## config.mk

```make
export PLATFORM = sky130hd
export DESIGN_NAME = i2c_shift_reg
export DESIGN_NICKNAME = d
export VERILOG_FILES = /design/src/rtl/i2c_shift_reg.sv
export SDC_FILE = /design/constraint.sdc
export NUM_CORES = 1
export LEC_CHECK = 0
export ABC_AREA = 1
export CORE_MARGIN = 2
export CORE_UTILIZATION = 43
export CTS_CLUSTER_SIZE = 40
export DETAILED_ROUTE_END_ITERATION = 8
export PLACE_DENSITY = 0.81
export SLEW_MARGIN = 20
export SYNTH_ARGS = -nofsm -noshare
export SYNTH_HDL_FRONTEND = slang
export SYNTH_SLANG_ARGS = --single-unit
```

## constraint.sdc

```tcl
create_clock -name Clock -period 2.2 [get_ports Clock]
set_input_delay 0.44 -clock Clock [delete_from_list [all_inputs] [get_ports Clock]]
set_output_delay 0.44 -clock Clock [all_outputs]
set_load 0.005 [all_outputs]
```

## src/rtl/i2c_shift_reg.sv

```systemverilog
// i2c_shift_reg
// WIDTH-bit serial/parallel shift register with a shift counter and a
// one-cycle completion pulse. It serialises transmit bytes and assembles
// received bytes between the I2C byte controller and the SDA bit engine.
//
// Ports
//   Clock     sole clock, rising edge
//   Clear     synchronous active-high reset (highest priority)
//   Load      parallel load strobe, restarts a transfer
//   ParIn     parallel load data
//   Shift     shift-one-bit strobe, level sampled
//   SerIn     serial data in
//   ParOut    current register contents
//   SerOut    bit that leaves the register on the next shift
//   BitCount  shifts taken since last Load or completion
//   Busy      transfer in progress (also the FSM state: 0 IDLE, 1 SHIFTING)
//   Done      one-cycle pulse after the WIDTH-th shift
//
// Strobe semantics: Load and Shift are plain level-sampled commands with no
// ready/backpressure; the block accepts one command on every rising edge.
// Priority each edge is Clear > Load > Shift > hold.
module i2c_shift_reg #(
  parameter int WIDTH     = 8,
  parameter int MSB_FIRST = 1
) (
  input  logic                       Clock,
  input  logic                       Clear,
  input  logic                       Load,
  input  logic [WIDTH-1:0]           ParIn,
  input  logic                       Shift,
  input  logic                       SerIn,
  output logic [WIDTH-1:0]           ParOut,
  output logic                       SerOut,
  output logic [$clog2(WIDTH+1)-1:0] BitCount,
  output logic                       Busy,
  output logic                       Done
);

  localparam int CW = $clog2(WIDTH + 1);

  // FSM encoding; the state register is exported directly as Busy.
  localparam logic [0:0] ST_IDLE     = 1'b0;
  localparam logic [0:0] ST_SHIFTING = 1'b1;

  localparam logic [CW-1:0] CNT_LAST = CW'(WIDTH - 1);

  logic [WIDTH-1:0] data;
  logic [CW-1:0]    cnt;
  logic [0:0]       state;
  logic             done;
  logic [WIDTH-1:0] data_shifted;

  // Shift toward MSB (I2C order) or toward LSB, new bit enters at the far end.
  always_comb begin
    data_shifted = data;
    if (MSB_FIRST != 0) begin
      data_shifted = {data[WIDTH-2:0], SerIn};
    end else begin
      data_shifted = {SerIn, data[WIDTH-1:1]};
    end
  end

  always_ff @(posedge Clock) begin
    if (Clear) begin
      data  <= '0;
      cnt   <= '0;
      state <= ST_IDLE;
      done  <= 1'b0;
    end else if (Load) begin
      data  <= ParIn;
      cnt   <= '0;
      state <= ST_SHIFTING;
      done  <= 1'b0;
    end else if (Shift) begin
      data <= data_shifted;
      // Counter wraps at WIDTH-1 so back-to-back transfers pulse Done
      // every WIDTH cycles with no idle gap.
      if (cnt == CNT_LAST) begin
        cnt   <= '0;
        state <= ST_IDLE;
        done  <= 1'b1;
      end else begin
        cnt   <= cnt + CW'(1);
        state <= ST_SHIFTING;
        done  <= 1'b0;
      end
    end else begin
      done <= 1'b0;
    end
  end

  assign ParOut   = data;
  assign SerOut   = (MSB_FIRST != 0) ? data[WIDTH-1] : data[0];
  assign BitCount = cnt;
  assign Busy     = (state == ST_SHIFTING);
  assign Done     = done;

endmodule
```

# Yosys cells after proc, flatten, opt, wreduce, memory -nomap -nowiden
# Index checks and enable logic that the tools add are counted.
op_classes:
  addsub: 1
  n_eq_ne: 1
  n_mux: 7
  n_bitwise: 1
  n_reduce_logical: 3
ops:
  columns: ["operator", "count"]
  rows:
  - ["$mux W8", 2]
  - ["$add A4 B1 Y4 const B", 1]
  - ["$eq A4 B3 Y1 const B", 1]
  - ["$mux W1", 4]
  - ["$mux W4", 1]
  - ["$reduce_or A3 Y1", 1]
  - ["$reduce_bool A2 Y1", 1]
  - ["$reduce_or A2 Y1", 1]
  - ["$not A1 Y1", 1]
totals:
  reg_bits: 14
  input_bits: 13
  out_inout_bits: 15

# Logic depth before layout (Yosys ltp)
depth:
  word_depth: 4
  depth_mapped: 6

# Worst setup path after synthesis
# OpenSTA, ideal clock, no wires.
synth_timing:
  path_type: "reg-to-reg"
  start: "register cnt[0], in the netlist BitCount[0]"
  end: "register state, in the netlist Busy"
  setup_ns: 0.115
  arrival_ns: 0.924
  required_ns: 2.085
  path_slack_ns: 1.162
  stages_incl_launch_ff: 7
  synth_period_minus_slack_ns: 1.038
  path_cell_list: "dfxtp_1 ha_1 nand2_1 nor2_1 nand2_1 nor2_1 nor2_1"
synth_between:
  elab_chain_cells: 4
synth_rtl:
  columns: ["item", "line_no", "rtl"]
  rows:
  - ["from (decl)", "48", "logic [CW-1:0] cnt;"]
  - ["from (signal assigned)", "83", "cnt <= cnt + CW'(1);"]
  - ["$eq A4 B3 Y1", "78", "if (cnt == CNT_LAST) begin"]
  - ["$mux W1", "78", null]
  - ["$mux W1", "74", "end else if (Shift) begin"]
  - ["$mux W1", "69", "end else if (Load) begin"]
  - ["to (signal assigned)", "67", "state <= ST_IDLE;"]
  - ["to (signal assigned)", "72", "state <= ST_SHIFTING;"]
  - ["to (signal assigned)", "80", "state <= ST_IDLE;"]
  - ["to (decl)", "49", "logic [0:0] state;"]
# Every way passes these cells. The select of a mux whose other input is x is not followed.
# A chain may end at the register's enable or synchronous reset.

# Worst setup path in the final report
layout_timing:
  start: "register cnt[0], in the netlist BitCount[0]"
  end: "output BitCount[0]"
layout_lines:
  columns: ["item", "line_no", "rtl"]
  rows:
  - ["to (decl)", "34", "output logic [$clog2(WIDTH+1)-1:0] BitCount,"]
# No word-level cell between the ends.

==> metrics.md <==
| Metric | Value |
|---|---|
| Outcome | `finished, final reports clean` |
| TritonCTS buffer count | `3` |
| Final Hold Violating Endpoints | `0` |
| Root buffer cell | `clkbuf_4` |
| Core area | `1470 um2` |
| CP Buf/Inv Count | `1` |
| Fmax achieved | `598 MHz` |
| First drt pass iteration count | `4` |
| Sink Count | `14` |
| Effective utilization at floorplan | `0.446` |
| Fin Setup TNS | `0 ns` |
| MaxCap Viol Count | `0` |
| Worst clock skew | `0.00326 ns` |
| Fin crit share | `0.760` |
| Vias | `672` |
| Post-layout util | `0.641` |
| Crit path launch type | `flip-flop` |
| Setup-failing EPs final | `0` |
| CP max stage delay | `0.54 ns` |
| CTS tree | `yes` |
| # diodes | `0` |
| Ys flop type | `dfxtp_1` |
| Die Area | `1860 um2` |
| Vias in the first global route | `565` |
| Hold WC Path Type | `reg2reg` |
| Global route overflow | `0` |
| ANT nets after route | `0` |
| Clk pwr share | `0.264` |
| Worst hold slack | `0.489 ns` |
| Crit-path leading delay family | `buffers and inverters` |
| Relative slew slack | `0.636` |
| Post-Syn Nets | `110` |
| Reg clk slew, reported paths | `0.08 ns` |
| Worst VDD drop | `0.000341 V` |
| Lkg Pwr | `0.404 nW` |
| Wirelength, routed | `1.46 mm` |
| Gate Count Post-Synth | `96` |
| Worst EP required | `1.76 ns` |
| WL per Instance | `10.5 um` |
| Post-synthesis cell type count | `17` |
| Power Density | `539 nW/um2` |
| Row cnt | `14` |
| DR iter-0 viols | `21` |
| Crit path cell chain | `clkdlybuf4s50_1` |
| Setup Buffers After CTS | `0` |
| Slowest-stage cell, CP | `clkdlybuf4s50_1` |
| I/O pin total | `28` |
| Share of layout cells above drive strength 1 | `0.0894` |
| Die W | `43.1 um` |
| Synth top area cells | `dfxtp_1 43%, nand2_1 14%, nor2_1 10%` |
| Worst-Margin Slew | `0.544 ns` |
| Area leader, netlist | `dfxtp_1` |
| Area growth syn-to-layout | `43.6%` |
| Register area share after synthesis | `0.427` |
| Ys async rst share | `0` |
| Post-synth EDFFs | `0` |
| Register share of total power | `0.544` |
| Depth of the CTS H-tree | `1` |
| Hold Buf Count CTS | `0` |
| Dpl hpwl | `1.11 mm` |
| Worst-case clock buffer depth | `2` |
| Initial antenna violation count | `0` |
| Sw power | `0.122 mW` |
| First-pass GRT wire length | `2.33 mm` |
| Synth top area share | `0.427` |
| Critical path class | `reg2out` |
| CP max FO | `4` |
| #FFs+latches synth | `14` |
| Clk Latency, worst-skew pair | `0.27 ns` |
| Sw frac | `0.241` |
| Largest net degree at the start of global routing | `13` |
| Fin crit period | `1.67 ns` |
| DRC viols | `0` |
| Unrepaired setup endpoints after global routing | `no` |
| Cell Int Power | `0.386 mW` |
| Critical Path Sink Type | `primary output` |
| Cell Area, Synth | `657 um2` |
| Combinational Power Share | `0.191` |
| Resized Gates After CTS | `0` |
| Final nets | `139` |
| CP Data Arrival Time | `1.23 ns` |
| Vias per inst | `4.83` |
| Die height | `43.1 um` |
| Slew Limit Fails | `0` |
| Total GRT Usage | `0.165` |
| Fillers | `147` |
| Number of port buffers | `27` |
| Syn Area/Cell | `6.84 um2` |
| Placer Congestion | `0.706` |
| Yosys Warn Count | `0` |
Yosys cell counts (2+ instances only):
master / n
a21oi_1: 3
buf_4: 2
dfxtp_1: 14
inv_1: 8
inv_2: 4
nand2_1: 25
nand3_1: 7
nor2_1: 18
nor3_1: 4
o21ai_1: 4
kinds of logic after synthesis:
| logic type | share of synthesized area |
|---|---|
| fa+ha+maj | 0.0190 |
| compound gates | 0.0667 |
| xor+xnor | 0.0133 |
| simple gates | 0.366 |
| buf+inv | 0.109 |
| flops | 0.427 |
layer usage:
layer	part of all wire	global-route usage	routed length, um	up-vias
li1	-	-	-	354
met5	0	0	0	-
met3	0.077	0.0298	112	2
met4	0.0075	0.0727	11	0
met1	0.47	0.217	680	291
met2	0.45	0.260	652	25
registers in the layout, indices dropped and copies added, names as in the netlist:
signal	count
Busy	1
ParOut	8
Done	1
BitCount	4
path summary, 6_finish.rpt:
| path | from | to | slack, ns | cells after the start |
|---|---|---|---|---|
| setup / recovery | BitCount[0] | BitCount[0] | 0.53 | 1 |
| hold / removal | ParOut[6] | ParOut[6] | 0.49 | 2 |
| setup reg to reg | BitCount[0] | Busy | 1.04 | 6 |
| hold reg to reg | ParOut[6] | ParOut[6] | 0.49 | 2 |
power groups by stage:
stage / logic (mW) / clock network [mW] / registers (mW)
floorplan: 0.0431 / 0 / 0.282
global placement: 0.0962 / 0 / 0.282
detailed placement: 0.0970 / 0 / 0.283
CTS: 0.0978 / 0.141 / 0.277
global route: 0.107 / 0.156 / 0.279
finish: 0.0973 / 0.134 / 0.277
layout make-up:
cell class,count,area (um2),area share
multi-input combinational,67,305,0.324
inverter,12,45.0,0.0477
sequential,14,280,0.297
clock buffer,3,22.5,0.0239
timing repair buffer,27,270,0.286
tap,16,20.0,0.0212
cell usage in the layout (no fill, tap or decap):
cell type	count
clkdlybuf4s50_1	27
nand2_1	25
nor2_1	18
dfxtp_1	14
inv_1	8
nand3_1	7
inv_2	4
o21ai_1	4
nor3_1	4
a21oi_1	3
clkbuf_4	3
nor2_2	1
nand2_2	1
o21ai_2	1
nor2_4	1
xnor2_1	1
ha_1	1
stage by stage:
step / total power, mW / cell area [um2] / setup slack [ns] / cells
after global placement: 0.378 / 921 / 0.378 / 136
after global routing: 0.541 / 943 / 0.477 / 139
after detailed placement: 0.380 / 921 / 0.346 / 136
final: 0.509 / 943 / 0.529 / 139
after CTS: 0.516 / 943 / 0.524 / 139
after floorplan: 0.325 / 657 / 1.16 / 96
Power figures use the tool's default switching activity.
